`src/rtl/sensor_ae_pkg.sv`:
```
// Shared widths, FSM state type and the frame-mean helper for the auto-exposure controller.
package sensor_ae_pkg;

  localparam int unsigned EXP_W  = 32;
  localparam int unsigned MEAN_W = 12;
  localparam int unsigned SUM_W  = 40;

  typedef enum logic [2:0] {
    ST_IDLE,
    ST_WAIT_STATS,
    ST_CALC,
    ST_ADJUST,
    ST_ISSUE
  } ae_state_e;

  // Mean of the frame sum, saturated to the largest MEAN_W-bit value.
  function automatic logic [MEAN_W-1:0] calc_mean(input logic [SUM_W-1:0] sum,
                                                  input logic [4:0]       shift);
    logic [SUM_W-1:0] q;
    q = sum >> shift;
    if (q[SUM_W-1:MEAN_W] != '0) return '1;
    return q[MEAN_W-1:0];
  endfunction

endpackage

```
`src/rtl/sensor_ae_step.sv`:
```
// Combinational dead-band test, step size and clamped exposure update.
module sensor_ae_step
  import sensor_ae_pkg::*;
(
  input  logic [EXP_W-1:0]  exp_cur,
  input  logic [MEAN_W-1:0] mean,
  input  logic [MEAN_W-1:0] target_mean,
  input  logic [MEAN_W-1:0] tolerance,
  input  logic [3:0]        step_shift,
  input  logic [EXP_W-1:0]  exp_min,
  input  logic [EXP_W-1:0]  exp_max,
  output logic              locked,
  output logic [EXP_W-1:0]  exp_new,
  output logic              update
);

  logic [MEAN_W-1:0] err;
  logic [EXP_W-1:0]  step_raw;
  logic [EXP_W-1:0]  step;
  logic [EXP_W:0]    up_sum;
  logic [EXP_W-1:0]  up_val;
  logic [EXP_W-1:0]  dn_diff;
  logic [EXP_W-1:0]  dn_val;

  always_comb begin
    err      = (mean < target_mean) ? (target_mean - mean) : (mean - target_mean);
    locked   = (err <= tolerance);

    step_raw = exp_cur >> step_shift;
    step     = (step_raw == '0) ? EXP_W'(1) : step_raw;

    // 33-bit sum so a large exposure cannot wrap before the upper clamp.
    up_sum   = {1'b0, exp_cur} + {1'b0, step};
    up_val   = (up_sum > {1'b0, exp_max}) ? exp_max : up_sum[EXP_W-1:0];

    dn_diff  = (exp_cur >= step) ? (exp_cur - step) : '0;
    dn_val   = (dn_diff < exp_min) ? exp_min : dn_diff;

    exp_new  = (mean < target_mean) ? up_val : dn_val;
    update   = !locked && (exp_new != exp_cur);
  end

endmodule

```
`src/rtl/sensor_ae_ctrl.sv`:
```
// Auto-exposure controller: per-frame mean, dead-band check and valid/ready exposure update.
module sensor_ae_ctrl
  import sensor_ae_pkg::*;
#(
  parameter logic [31:0] EXP_INIT = 32'd1000,
  parameter string       DEBUG    = "FALSE"
) (
  input  logic              px_clk,
  input  logic              px_reset_n,
  input  logic              vs_in,
  input  logic [31:0]       gray_sum_L_in,
  input  logic [31:0]       gray_sum_H_in,
  input  logic [EXP_W-1:0]  exp_time_in,
  input  logic              ae_en,
  input  logic [MEAN_W-1:0] target_mean,
  input  logic [MEAN_W-1:0] tolerance,
  input  logic [4:0]        pix_log2,
  input  logic [3:0]        step_shift,
  input  logic [EXP_W-1:0]  exp_min,
  input  logic [EXP_W-1:0]  exp_max,
  input  logic [3:0]        skip_frames,
  output logic [EXP_W-1:0]  exp_set,
  output logic              exp_set_valid,
  input  logic              exp_set_ready,
  output logic [MEAN_W-1:0] ae_mean,
  output logic              ae_locked
);

  ae_state_e         state, state_nxt;
  logic              vs_q;
  logic              frame_end;
  logic [SUM_W-1:0]  sum_q;
  logic [3:0]        skip_cnt;
  logic [EXP_W-1:0]  exp_cur;
  logic              step_locked;
  logic [EXP_W-1:0]  step_exp_new;
  logic              step_update;
  logic              unused_sum_hi;

  assign frame_end     = vs_q && !vs_in;
  assign unused_sum_hi = ^gray_sum_H_in[31:8];

  sensor_ae_step u_step (
    .exp_cur     (exp_cur),
    .mean        (ae_mean),
    .target_mean (target_mean),
    .tolerance   (tolerance),
    .step_shift  (step_shift),
    .exp_min     (exp_min),
    .exp_max     (exp_max),
    .locked      (step_locked),
    .exp_new     (step_exp_new),
    .update      (step_update)
  );

  always_ff @(posedge px_clk or negedge px_reset_n) begin
    if (!px_reset_n) state <= ST_IDLE;
    else             state <= state_nxt;
  end

  always_comb begin
    state_nxt = state;
    unique case (state)
      ST_IDLE:       if (frame_end && skip_cnt == '0) state_nxt = ST_WAIT_STATS;
      ST_WAIT_STATS: state_nxt = ST_CALC;
      ST_CALC:       state_nxt = ST_ADJUST;
      ST_ADJUST:     state_nxt = (ae_en && step_update) ? ST_ISSUE : ST_IDLE;
      ST_ISSUE:      if (exp_set_ready) state_nxt = ST_IDLE;
      default:       state_nxt = ST_IDLE;
    endcase
  end

  always_comb begin
    exp_set_valid = (state == ST_ISSUE);
  end

  // Frame ends outside IDLE fall through every branch here, so they are dropped, not queued.
  always_ff @(posedge px_clk or negedge px_reset_n) begin
    if (!px_reset_n) begin
      vs_q      <= 1'b0;
      sum_q     <= '0;
      ae_mean   <= '0;
      ae_locked <= 1'b0;
      exp_cur   <= EXP_INIT;
      exp_set   <= EXP_INIT;
      skip_cnt  <= '0;
    end else begin
      vs_q <= vs_in;
      unique case (state)
        ST_IDLE: begin
          if (frame_end) begin
            if (skip_cnt != '0) skip_cnt <= skip_cnt - 4'd1;
            if (!ae_en)         exp_cur  <= exp_time_in;
          end
        end
        ST_WAIT_STATS: sum_q   <= {gray_sum_H_in[7:0], gray_sum_L_in};
        ST_CALC:       ae_mean <= calc_mean(sum_q, pix_log2);
        ST_ADJUST: begin
          if (ae_en) begin
            ae_locked <= step_locked;
            if (step_update) begin
              exp_cur  <= step_exp_new;
              exp_set  <= step_exp_new;
              skip_cnt <= skip_frames;
            end
          end
        end
        default: ;
      endcase
    end
  end

  if (DEBUG == "TRUE") begin : g_debug
    always_ff @(posedge px_clk) begin
      if (px_reset_n && exp_set_valid)
        assert (exp_set == exp_cur);
    end
  end

endmodule

```
`config.mk`:
```
export PLATFORM = sky130hd
export DESIGN_NAME = sensor_ae_ctrl
export DESIGN_NICKNAME = d
export VERILOG_FILES = /design/src/rtl/sensor_ae_pkg.sv /design/src/rtl/sensor_ae_step.sv /design/src/rtl/sensor_ae_ctrl.sv
export SDC_FILE = /design/constraint.sdc
export NUM_CORES = 1
export LEC_CHECK = 0
export ABC_CLOCK_PERIOD_IN_PS = 10300
export BUFFER_PORTS_ARGS = -buffer_cell sky130_fd_sc_hd__buf_2
export CORE_UTILIZATION = 40
export DETAILED_ROUTE_END_ITERATION = 12
export HOLD_SLACK_MARGIN = 0.02
export PLACE_DENSITY = 0.58
export SYNTH_ARGS = -nofsm -noshare
export SYNTH_HDL_FRONTEND = slang
export SYNTH_SLANG_ARGS = --single-unit
```
`constraint.sdc`:
```
create_clock -name px_clk -period 10.3 [get_ports px_clk]
set_input_delay 2.06 -clock px_clk [delete_from_list [all_inputs] [get_ports px_clk]]
set_output_delay 2.06 -clock px_clk [all_outputs]
set_load 0.02 [all_outputs]
```
* Word level (Yosys, flattened, before mapping)
Index checks and enable logic that the tools add are counted.
** Storage, ports and cells
- Latch bits :: 0
- ROM bits :: 0
- RAM bits :: 0
- Bits in registers :: 125
- Output and inout port bits :: 46
- Logic and storage cells :: 73
- Memories :: 0
** Cells by class
- $lt $le $gt $ge :: 5
- Bitwise logic cells :: 0
- Equality and inequality tests :: 12
- Multipliers :: 0
- Reduce and logical (&&, ||, !) cells :: 17
- Muxes and demuxes :: 24
- Div/mod/pow operators :: 0
- Add/sub/neg operators :: 5
- Shift operators :: 2
** Operators by type and width (count)
- $mux W32 :: 9
- $pmux W32 S2 :: 1
- $shr A40 B5 Y40 :: 1
- $mux W12 :: 3
- $add A32 B32 Y33 :: 1
- $gt A33 B32 Y1 :: 1
- $ge A32 B32 Y1 :: 1
- $logic_not A32 Y1 :: 1
- $lt A32 B32 Y1 :: 1
- $ne A32 B32 Y1 :: 1
- $shr A32 B4 Y32 :: 1
- $sub A32 B32 Y32 :: 1
- $reduce_bool A28 Y1 :: 1
- $sub A12 B12 Y12 :: 2
- $mux W4 :: 4
- $pmux W3 S5 :: 1
- $le A12 B12 Y1 :: 1
- $lt A12 B12 Y1 :: 1
- $ne A2 B2 Y1 const B :: 6
- $reduce_and A5 Y1 :: 2
- $mux W3 :: 3
- $pmux W4 S2 :: 1
- $eq A3 B2 Y1 const B :: 2
- $logic_and A1 B1 Y1 :: 4
- other kinds (12) :: 15

* Longest topological paths before layout
Gate-level depths: netlist of the first run.
- Word-level depth :: 13
- Depth in mapped cells :: 45

* Cells and area by module
From an unflattened synthesis of the first run, not the netlist that was laid out.
** Unflattened totals
- Cell total of the unflattened synthesis :: 2295
- Area, all modules :: 18338.8 um^2
** Modules (own cells, without submodules)
- sensor_ae_step :: cells an instance 1650, times used 1, seq. area each 0.0 um^2, area each 10769.1 um^2
- sensor_ae_ctrl :: cells an instance 645, times used 1, seq. area each 3143.0 um^2, area each 7569.8 um^2

* Worst setup path after synthesis of the first run
No wires, ideal clock.
- Path type :: input -> register
- Start :: in step_shift[1]
- End :: reg exp_cur[12]
- Path buffers :: 8
- Setup time :: 0.126 ns
- Cell stages on the path :: 40
- Slack :: -1.018 ns
- Data arrival time :: 11.192 ns
- Cell sequence :: clkbuf_1 > buf_1 > clkbuf_1 > mux4_2 > mux2i_1 > nand2_1 > o21ai_0 > nand2_1 > nor4_1 > nand3_1 > o41ai_1 > ha_1 > inv_1 > fa_1 > nand3_1 > a21oi_2 > o41ai_2 > a2111oi_4 > [... 4 more ...] > ha_1 > nand2_1 > or4_1 > nor3_1 > and4b_1 > o31a_1 > buf_4 > nor2_2 > or3_1 > a31o_2 > o32a_1 > a2111o_1 > a2111oi_2 > a21boi_2 > and2_4 > buf_6 > buf_6 > a221o_1
** Between the ends
- Word-level cells in the longest chain between the ends :: 12
- Elaborated cells between the ends (all ways) :: 19
** Ends and longest elaborated chain
- from (decl) :: RTL line sensor_ae_ctrl.sv:18 : input logic [3:0] step_shift,
- $shr A32 B4 Y32 * :: RTL line sensor_ae_step.sv:29 : step_raw = exp_cur >> step_shift;
- $logic_not A32 Y1 :: RTL line sensor_ae_step.sv:30 : step = (step_raw == '0) ? EXP_W'(1) : step_raw;
- $mux W32 * :: RTL line sensor_ae_step.sv:30
- $sub A32 B32 Y32 or $ge A32 B32 Y1 (tied branches) :: RTL line sensor_ae_step.sv:36 : dn_diff = (exp_cur >= step) ? (exp_cur - step) : '0;
- $mux W32 :: RTL line sensor_ae_step.sv:36
- $lt A32 B32 Y1 :: RTL line sensor_ae_step.sv:37 : dn_val = (dn_diff < exp_min) ? exp_min : dn_diff;
- $mux W32 :: RTL line sensor_ae_step.sv:37
- $mux W32 * :: RTL line sensor_ae_step.sv:39 : exp_new = (mean < target_mean) ? up_val : dn_val;
- $ne A32 B32 Y1 :: RTL line sensor_ae_step.sv:40 : update = !locked && (exp_new != exp_cur);
- $logic_and A1 B1 Y1 :: RTL line sensor_ae_step.sv:40
- $ne A2 B2 Y1 (no line)
- $reduce_and A5 Y1 (no line)
- to (signal assigned) :: RTL line sensor_ae_ctrl.sv:93 : if (!ae_en) exp_cur <= exp_time_in;
- to (signal assigned) :: RTL line sensor_ae_ctrl.sv:102 : exp_cur <= step_exp_new;
- to (decl) :: RTL line sensor_ae_ctrl.sv:34 : logic [EXP_W-1:0] exp_cur;
Every way passes the cells marked *; elsewhere a longest branch is shown, timed or not. The select of a mux whose other input is x is not followed.
A chain may end at the register's enable or synchronous reset.

* Final worst setup path of the first run
- Start :: in step_shift[1]
- End :: reg exp_cur[19]
Same word-level chain as after synthesis.

==> results of run 1 <==
[state kept, by name, indices dropped and copies added (netlist names)]
signal,count
ae_locked,1
ae_mean,12
exp_cur,32
exp_set,32
skip_cnt,4
state,3
sum_q,40
vs_q,1
[cell type report]
type                       instances  area, sq um  share of cell area [%]
antenna                            3         7.51                  0.0295
clock buffer                      17          425                    1.67
clock inverter                    14          158                   0.620
inverter                         216          811                    3.19
multi-input combinational       1816        14500                    56.9
sequential                       125         3140                    12.4
tap                              592          741                    2.91
timing repair buffer             779         5660                    22.3
[per-layer routing]
metal / wire length, um / track usage, %
met1: 34700 / 44.3
met2: 42000 / 62.6
met3: 6020 / 6.54
met4: 3110 / 13.5
met5: 102 / 0
[synthesized netlist by cell type, types with 8 or more instances]
| library cell | instances |
|---|---|
| nand4_1 | 34 |
| mux2i_1 | 84 |
| nand2b_1 | 15 |
| o31ai_1 | 19 |
| a211o_1 | 16 |
| a31o_2 | 11 |
| o31a_1 | 9 |
| nor4_1 | 26 |
| a21oi_1 | 176 |
| nand2_1 | 173 |
| buf_2 | 20 |
| o221ai_1 | 9 |
| nor2b_1 | 28 |
| a211oi_1 | 40 |
| o21ai_0 | 116 |
| dfstp_2 | 12 |
| a311oi_1 | 9 |
| xor2_1 | 26 |
| buf_1 | 19 |
| and2_1 | 44 |
| or2_2 | 11 |
| a31oi_1 | 29 |
| or3_1 | 15 |
| mux2_2 | 95 |
| a221o_1 | 39 |
| inv_1 | 213 |
| nor2_1 | 186 |
| nor3b_1 | 8 |
| a21o_1 | 35 |
| dfrtp_1 | 113 |
| o21a_1 | 23 |
| and3_1 | 18 |
| mux4_2 | 34 |
| xnor2_1 | 53 |
| nor3_1 | 50 |
| a2111oi_0 | 11 |
| o2111ai_1 | 9 |
| nand3_1 | 36 |
| clkbuf_1 | 95 |
| ha_1 | 171 |
| o211ai_1 | 19 |
[timing repair]
item                                    CTS  global route
setup buffers                            25            13
cloned                                    2             4
endpoints found under the setup margin   69            69
pin swaps                                40            46
resized for setup                       109           112
hold endpoints to repair                  0             0
[kinds of logic (layout without fill, tap and decap cells)]
| family | after synthesis | after routing | share of synthesized area, % |
|---|---|---|---|
| AO/OA/AOI/OAI | 676 | 676 | 25.8 |
| adder cells (fa/ha/maj) | 175 | 175 | 12.2 |
| buffers and inverters | 362 | 1026 | 7.98 |
| AND/OR/NAND/NOR | 673 | 673 | 18.1 |
| other | 0 | 3 | 0 |
| multiplexers | 213 | 213 | 14.7 |
| XOR/XNOR | 79 | 79 | 3.81 |
| flip-flops | 125 | 125 | 17.3 |
[path summary, 6_finish.rpt]
path	endpoint	cells past startpoint	start
min in group asynchronous	skip_cnt[3]	1	px_reset_n
max in group asynchronous	exp_cur[4]	2	px_reset_n
min reg2reg	exp_set[27]	1	exp_set[27]
min	exp_set[27]	1	exp_set[27]
max	exp_cur[19]	46	step_shift[1]
max reg2reg	exp_cur[19]	40	exp_cur[19]
[metrics by stage]
stage | setup slack, ns | util [%]
finish | -0.113 | 57.1
global route | -0.308 | 57.1
CTS | -0.0417 | 55.6
detailed placement | -1.84 | 52.6
global placement | -1.69 | 52.6
floorplan | 0.0483 | -
==> impl_metrics.py, run 1 <==
metrics = {
    "synth": {
        "ys_warn_count": 0,
        "synth_cell_types": 93,
        "yosys_most_used_dff": "dfrtp_1",
        "yosys.area.top_type": "dfrtp_1",
        "async_reset_ff_share_pct": 100,
        "avgSynthCellArea_sq_um": 7.88,
        "netlist_area_sq_mm": 0.0181,
        "synth_seq_cells": 125,
        "netlist.area_leader.share_pct": 15.6,
        "syn_inst": 2303,
        "synth-seq-area-share_pct": 17.3,
        "synthTopCellsByArea": "dfrtp_1 (16%), ha_1 (12%), mux2_2 (5.9%), a21oi_1 (4.9%), mux2i_1 (4.6%)",
        "synth_nets": 2680,
        "synth_edf_count": 0,
    },
    "floorplan": {
        "dieHeight_um": 215,
        "dieArea_sq_mm": 0.0462,
        "num_rows": 77,
        "io_pins": 248,
        "start_util_pct": 40.8,
        "fp.dieW_um": 215,
        "coreArea_sq_mm": 0.0445,
    },
    "status": {
        "violations": "setup timing",
        "status": "finished, violations left",
    },
    "clocking": {
        "tritoncts": "yes",
        "htreeDepth": 4,
        "hold_buffers": 0,
        "clock_path_buffers": 2,
        "numCtsBuffers": 17,
        "clk_latency_ns": 0.45,
        "clk_pin_slew_worst_paths_ns": 0.06,
        "cts_sinks": 125,
        "cts-root-buf": "clkbuf_16",
    },
    "detailed_routing": {
        "drc": 0,
        "num_vias": 21200,
        "wire_per_inst_um": 24.1,
        "drt_iter0_drc": 1809,
        "ant_nets": 0,
        "vias_per_cell": 5.96,
        "first_pass_iters": 6,
        "wl_mm": 86.0,
    },
    "hold_path": {
        "hp-class": "reg2reg",
    },
    "placement": {
        "dp_hpwl_mm": 69.9,
        "placedCellCount": 3489,
        "place_area_sq_mm": 0.0234,
        "numPortBuffers": 223,
        "globalplace.congestion": 1.04,
    },
    "sta": {
        "fin_ws_ns": -0.113,
        "hold_viol": 0,
        "final_max_slew_viol_count": 0,
        "setup-violations-final": 63,
        "hold-worst-slack_ns": 0.508,
        "fmax_mhz": 96.0,
        "fin_worst_skew_ns": 0.0170,
        "fin_tns_setup_ns": -4.34,
        "fin_crit_sh_pct": 101,
        "fin_crit_ns": 10.41,
        "rsz0062_at_grt": "yes",
        "relSlewSlack_pct": 19.2,
        "tightestPinTransition_ns": 1.20,
    },
    "job": {
        "drv_cap": 0,
    },
    "global_routing": {
        "grt_usage_pct": 36.1,
        "grt_pass1_vias": 20900,
        "grt-ovfl-total": 0,
        "grt_pass1_wl_mm": 126,
        "grt_max_degree": 66,
        "antenna_found_initial": 10,
    },
    "finish": {
        "fin_cells": 3562,
        "n_fill_cell": 4231,
        "num-nets-final": 3332,
        "final_common_cell": "buf_4",
        "stdcell_area_sq_mm": 0.0254,
        "final_layout_size_suffix_gt1_share_pct": 37.9,
        "final_cell_mix": "buf_4 (522), buf_2 (220), inv_1 (209), nor2_1 (181), nand2_1 (167)",
        "syn_to_final_growth_pct": 40.0,
    },
    "worst_setup_path": {
        "end_kind": "flip-flop",
        "r2r_slack_ns": 1.08,
        "crit_top_cell": "buf_4",
        "max_stage_delay_ns": 0.54,
        "cp_max_fo": 8,
        "setup.worst_path.start_class": "input pin",
        "cp_slowest_cell": "or4b_4",
        "crit_family": "compound AO/OA/AOI/OAI gates",
        "required_ns": 10.62,
        "worstSetupPathType": "in2reg",
        "path_buf_inv": 15,
        "cp.arrival_ns": 10.73,
    },
}
Power of run 1 is not shown: default switching activity piles up to over one toggle a cycle in this logic, so the estimate is an artifact.
==> inputs of run 2 (changes only) <==
--- a/config.mk
+++ b/config.mk
@@ -11,6 +11,7 @@
 export DETAILED_ROUTE_END_ITERATION = 12
 export HOLD_SLACK_MARGIN = 0.02
 export PLACE_DENSITY = 0.58
+export SETUP_SLACK_MARGIN = 0.5
 export SYNTH_ARGS = -nofsm -noshare
 export SYNTH_HDL_FRONTEND = slang
 export SYNTH_SLANG_ARGS = --single-unit
==> impl_metrics.py, run 2 (synthesis gave the netlist of run 1 again) <==
metrics = {
    "worst_setup_path": {
        "crit_end": "exp_cur[14]",
        "required_ns": 10.63,
        "cp.depth": 41,
        "setup.worst_path.start_class": "input pin",
        "reg2reg_from": "exp_cur[17]",
        "r2r_cells": 39,
        "r2r-end": "exp_cur[14]",
        "crit_family": "compound AO/OA/AOI/OAI gates",
        "worstSetupPathType": "in2reg",
        "r2r_slack_ns": 1.10,
        "cp_slowest_cell": "mux4_2",
        "cp_max_fo": 7,
        "end_kind": "flip-flop",
        "cp.arrival_ns": 10.83,
        "path_buf_inv": 12,
        "crit_path_start": "step_shift[0]",
        "max_stage_delay_ns": 0.51,
    },
    "placement": {
        "globalplace.congestion": 1.00,
        "numPortBuffers": 223,
        "pre_cts_slack_ns": -1.42,
        "placedCellCount": 3479,
        "dp_hpwl_mm": 70.8,
    },
    "clocking": {
        "htreeDepth": 4,
        "cts-root-buf": "clkbuf_16",
        "numCtsBuffers": 17,
        "cts_sinks": 125,
        "clk_pin_slew_worst_paths_ns": 0.06,
        "clock_path_buffers": 2,
        "clk_latency_ns": 0.45,
        "tritoncts": "yes",
    },
    "detailed_routing": {
        "vias_per_cell": 5.94,
        "drt_iter0_drc": 1934,
        "ant_nets": 0,
        "wire_per_inst_um": 24.4,
        "drc": 0,
        "num_vias": 21100,
        "first_pass_iters": 6,
        "wl_mm": 86.7,
    },
    "floorplan": {
        "fp.dieW_um": 215,
        "start_util_pct": 40.8,
        "num_rows": 77,
        "dieHeight_um": 215,
        "coreArea_sq_mm": 0.0445,
        "io_pins": 248,
        "dieArea_sq_mm": 0.0462,
    },
    "global_routing": {
        "grt_max_degree": 66,
        "grt_pass1_vias": 20700,
        "antenna_found_initial": 8,
        "grt_pass1_wl_mm": 127,
        "grt-ovfl-total": 0,
        "grt_usage_pct": 36.5,
    },
    "finish": {
        "fin_cells": 3554,
        "n_fill_cell": 4207,
        "final_layout_size_suffix_gt1_share_pct": 36.9,
        "final_common_cell": "buf_4",
        "regMostFlops": "sum_q",
        "num-nets-final": 3325,
        "reg_top3": "sum_q x40, exp_cur x32, exp_set x32",
        "multi_input_area_sq_mm": 0.0143,
        "largest_reg_flops": 40,
        "syn_to_final_growth_pct": 39.2,
        "final_cell_mix": "buf_4 (511), buf_2 (220), inv_1 (210), nor2_1 (181), nand2_1 (171)",
        "seq_area_sq_mm": 0.00314,
    },
    "status": {
        "violations": "setup timing",
        "status": "finished, violations left",
    },
    "sta": {
        "fin_worst_skew_ns": 0.0113,
        "fmax_mhz": 95.2,
        "relSlewSlack_pct": 27.6,
        "tightestPinTransition_ns": 1.09,
        "setup-violations-final": 64,
        "fin_ws_ns": -0.202,
        "final_max_slew_viol_count": 0,
        "fin_crit_sh_pct": 102,
        "hold_viol": 0,
        "fin_crit_ns": 10.50,
        "rsz0062_at_grt": "yes",
    },
    "job": {
        "drv_cap": 0,
    },
    "hold_path": {
        "hp-class": "reg2reg",
    },
}
run 2: changes by cell type in the layout (fill, tap and decap cells not counted), sizes merged:
| cell | previous run | this run |
|---|---|---|
| buf | 775 | 770 |
| bufbuf | 0 | 2 |
| clkbuf | 21 | 17 |
| clkinvlp | 3 | 2 |
| diode | 3 | 2 |
| inv | 222 | 223 |
run 2: worst min path at each step:
stage | start | end | cells after the start
after floorplan | sum_q[0] | sum_q[0] | 1
after global placement | exp_set[22] | exp_set[22] | 1
after detailed placement | exp_set[12] | exp_set[12] | 1
after CTS | exp_set[25] | exp_set[25] | 1
after global routing | exp_set[10] | exp_set[10] | 1
final | exp_set[25] | exp_set[25] | 1
run 2: repair_timing:
item / 4_1_cts / 5_1_grt
buffers inserted: 22 / 11
gates cloned: 9 / 0
hold buffers: 0 / 0
gates resized for setup: 112 / 52
setup endpoints to repair: 69 / 69
pin swaps: 35 / 56
run 2: final cells by class:
type                       instances  share of cell area (%)
sequential                       125                    12.4
multi-input combinational       1816                    56.6
inverter                         216                    3.22
tap                              592                    2.93
timing repair buffer             772                    22.5
antenna                            2                  0.0198
clock buffer                      17                    1.68
clock inverter                    14                   0.624
run 2: metrics by stage:
step | cell area (sq um) | util (%) | setup TNS [ns] | hold WS, ns
after floorplan | 18300 | - | 0 | 0.480
after global placement | 23400 | 52.5 | -89.55 | 0.488
after detailed placement | 23400 | 52.5 | -93.01 | 0.494
after CTS | 24900 | 55.9 | -2.07 | 0.509
after global routing | 25200 | 56.7 | -22.25 | 0.516
final | 25300 | 56.7 | -9.48 | 0.506
run 2: per-layer routing:
metal,GRT usage (%),part of all wire (%)
met1,45.4,40
met2,62.4,47
met3,5.36,7.3
met4,16.6,5.0
met5,0,0.072
Power of run 2 is left out for the same reason.
==> inputs of run 3 (changes only) <==
--- a/config.mk
+++ b/config.mk
@@ -5,7 +5,7 @@
 export SDC_FILE = /design/constraint.sdc
 export NUM_CORES = 1
 export LEC_CHECK = 0
-export ABC_CLOCK_PERIOD_IN_PS = 10300
+export ABC_CLOCK_PERIOD_IN_PS = 13500
 export BUFFER_PORTS_ARGS = -buffer_cell sky130_fd_sc_hd__buf_2
 export CORE_UTILIZATION = 40
 export DETAILED_ROUTE_END_ITERATION = 12
==> constraint.sdc (replaced) <==
create_clock -name px_clk -period 13.5 [get_ports px_clk]
set_input_delay 2.7 -clock px_clk [delete_from_list [all_inputs] [get_ports px_clk]]
set_output_delay 2.7 -clock px_clk [all_outputs]
set_load 0.02 [all_outputs]
==> impl_metrics.py, run 3 (synthesis gave the netlist of run 1 again) <==
metrics = {
    "floorplan": {
        "coreArea_sq_mm": 0.0445,
        "dieHeight_um": 215,
        "start_util_pct": 40.8,
        "dieArea_sq_mm": 0.0462,
        "fp.dieW_um": 215,
        "num_rows": 77,
        "io_pins": 248,
    },
    "status": {
        "status": "completed",
    },
    "detailed_routing": {
        "first_pass_iters": 6,
        "wl_mm": 73.9,
        "num_vias": 19300,
        "wire_per_inst_um": 23.6,
        "drt_iter0_drc": 2032,
        "vias_per_cell": 6.16,
        "drc": 0,
        "ant_nets": 0,
    },
    "clocking": {
        "tritoncts": "yes",
        "numCtsBuffers": 17,
        "hold_buffers": 0,
        "htreeDepth": 4,
        "cts_sinks": 125,
        "clock_path_buffers": 2,
        "cts-root-buf": "clkbuf_16",
        "clk_pin_slew_worst_paths_ns": 0.06,
        "clk_latency_ns": 0.44,
    },
    "finish": {
        "largest_reg_flops": 40,
        "num-nets-final": 2902,
        "final_cell_mix": "buf_2 (221), inv_1 (212), nor2_1 (184), a21oi_1 (175), nand2_1 (172)",
        "final_layout_size_suffix_gt1_share_pct": 22.6,
        "reg_top3": "sum_q x40, exp_cur x32, exp_set x32",
        "syn_to_final_growth_pct": 15.9,
        "final_common_cell": "buf_2",
        "multi_input_area_sq_mm": 0.0136,
        "n_fill_cell": 4510,
        "regMostFlops": "sum_q",
        "seq_area_sq_mm": 0.00314,
    },
    "global_routing": {
        "antenna_found_initial": 12,
        "grt_pass1_wl_mm": 111,
        "grt_max_degree": 72,
        "grt-ovfl-total": 0,
        "grt_pass1_vias": 18500,
        "grt_usage_pct": 31.3,
    },
    "sta": {
        "fin_crit_sh_pct": 92.2,
        "fin_crit_ns": 12.45,
        "hold_viol": 0,
        "rsz0062_at_grt": "no",
        "fin_tns_setup_ns": 0,
        "fin_worst_skew_ns": 0.00948,
        "fmax_mhz": 80.4,
        "setup-violations-final": 0,
        "relSlewSlack_pct": 28.0,
        "final_max_slew_viol_count": 0,
        "tightestPinTransition_ns": 1.07,
    },
    "worst_setup_path": {
        "worstSetupPathType": "in2reg",
        "setup.worst_path.start_class": "input pin",
        "cp_slowest_cell": "or4b_1",
        "crit_top_cell": "buf_4",
        "end_kind": "flip-flop",
        "cp_max_fo": 32,
        "required_ns": 13.88,
        "cp.arrival_ns": 12.82,
        "max_stage_delay_ns": 0.58,
        "r2r_slack_ns": 2.94,
    },
    "placement": {
        "numPortBuffers": 223,
        "dp_hpwl_mm": 60.5,
        "globalplace.congestion": 1.03,
    },
    "job": {
        "drv_cap": 0,
    },
    "hold_path": {
        "hp-class": "reg2reg",
    },
}
run 3: changes by cell type in the layout (fill, tap and decap cells not counted), moves of 8 or more:
cell,change
mux2i_1,+11
o21ai_0,+12
a21oi_2,-9
o21ai_1,-8
buf_6,-15
a21oi_1,+10
buf_12,-9
a2111oi_0,+8
mux2i_2,-11
buf_4,-389
run 3: final timing paths:
| kind | from | end | cells past startpoint |
|---|---|---|---|
| max | step_shift[1] | exp_cur[5] | 47 |
| min | exp_set[22] | exp_set[22] | 1 |
| max reg2reg | exp_cur[23] | exp_cur[5] | 42 |
| min reg2reg | exp_set[22] | exp_set[22] | 1 |
| max in group asynchronous | px_reset_n | exp_cur[27] | 2 |
| min in group asynchronous | px_reset_n | exp_set[11] | 1 |
run 3: critical path: cells and delay by family:
family / cells / cell delay, ns
AO/OA/AOI/OAI: 15 / 2.93
XOR/XNOR: 2 / 0.50
adder cells (fa/ha/maj): 2 / 0.52
buffers and inverters: 13 / 2.55
multiplexers: 2 / 0.58
AND/OR/NAND/NOR: 13 / 2.95
run 3: area by class of cell:
class / count / area share, %
multi-input combinational: 1816 / 64.6
sequential: 125 / 14.9
timing repair buffer: 349 / 10.1
inverter: 216 / 3.87
tap: 592 / 3.52
clock buffer: 19 / 2.15
clock inverter: 13 / 0.738
antenna: 5 / 0.0595
run 3: metrics by stage:
step | cells | setup slack, ns | cell area, sq um | util (%) | hold slack [ns]
final | 3135 | 1.05 | 21000 | 47.3 | 0.506
after CTS | 3127 | 0.967 | 21000 | 47.2 | 0.509
after global placement | 3095 | 0.559 | 20400 | 45.8 | 0.487
after global routing | 3131 | 0.553 | 21000 | 47.2 | 0.530
after floorplan | 2303 | 1.54 | 18100 | - | 0.480
after detailed placement | 3095 | 0.571 | 20400 | 45.8 | 0.494
run 3: metal layers:
metal	track usage [%]	routed length [um]	up-vias	share of wire (%)
li1	-	-	8920	-
met3	6.77	6550	186	8.9
met4	14.5	3600	14	4.9
met5	0	92	-	0.12
met1	40.5	30600	9341	41
met2	49.6	33100	858	45
run 3: what timing repair did:
action	4_1_cts	5_1_grt
endpoints found under the hold margin	0	0
buffers inserted	0	3
endpoints found under the setup margin	0	66
gates resized for setup	0	3
Power of run 3 is left out for the same reason.
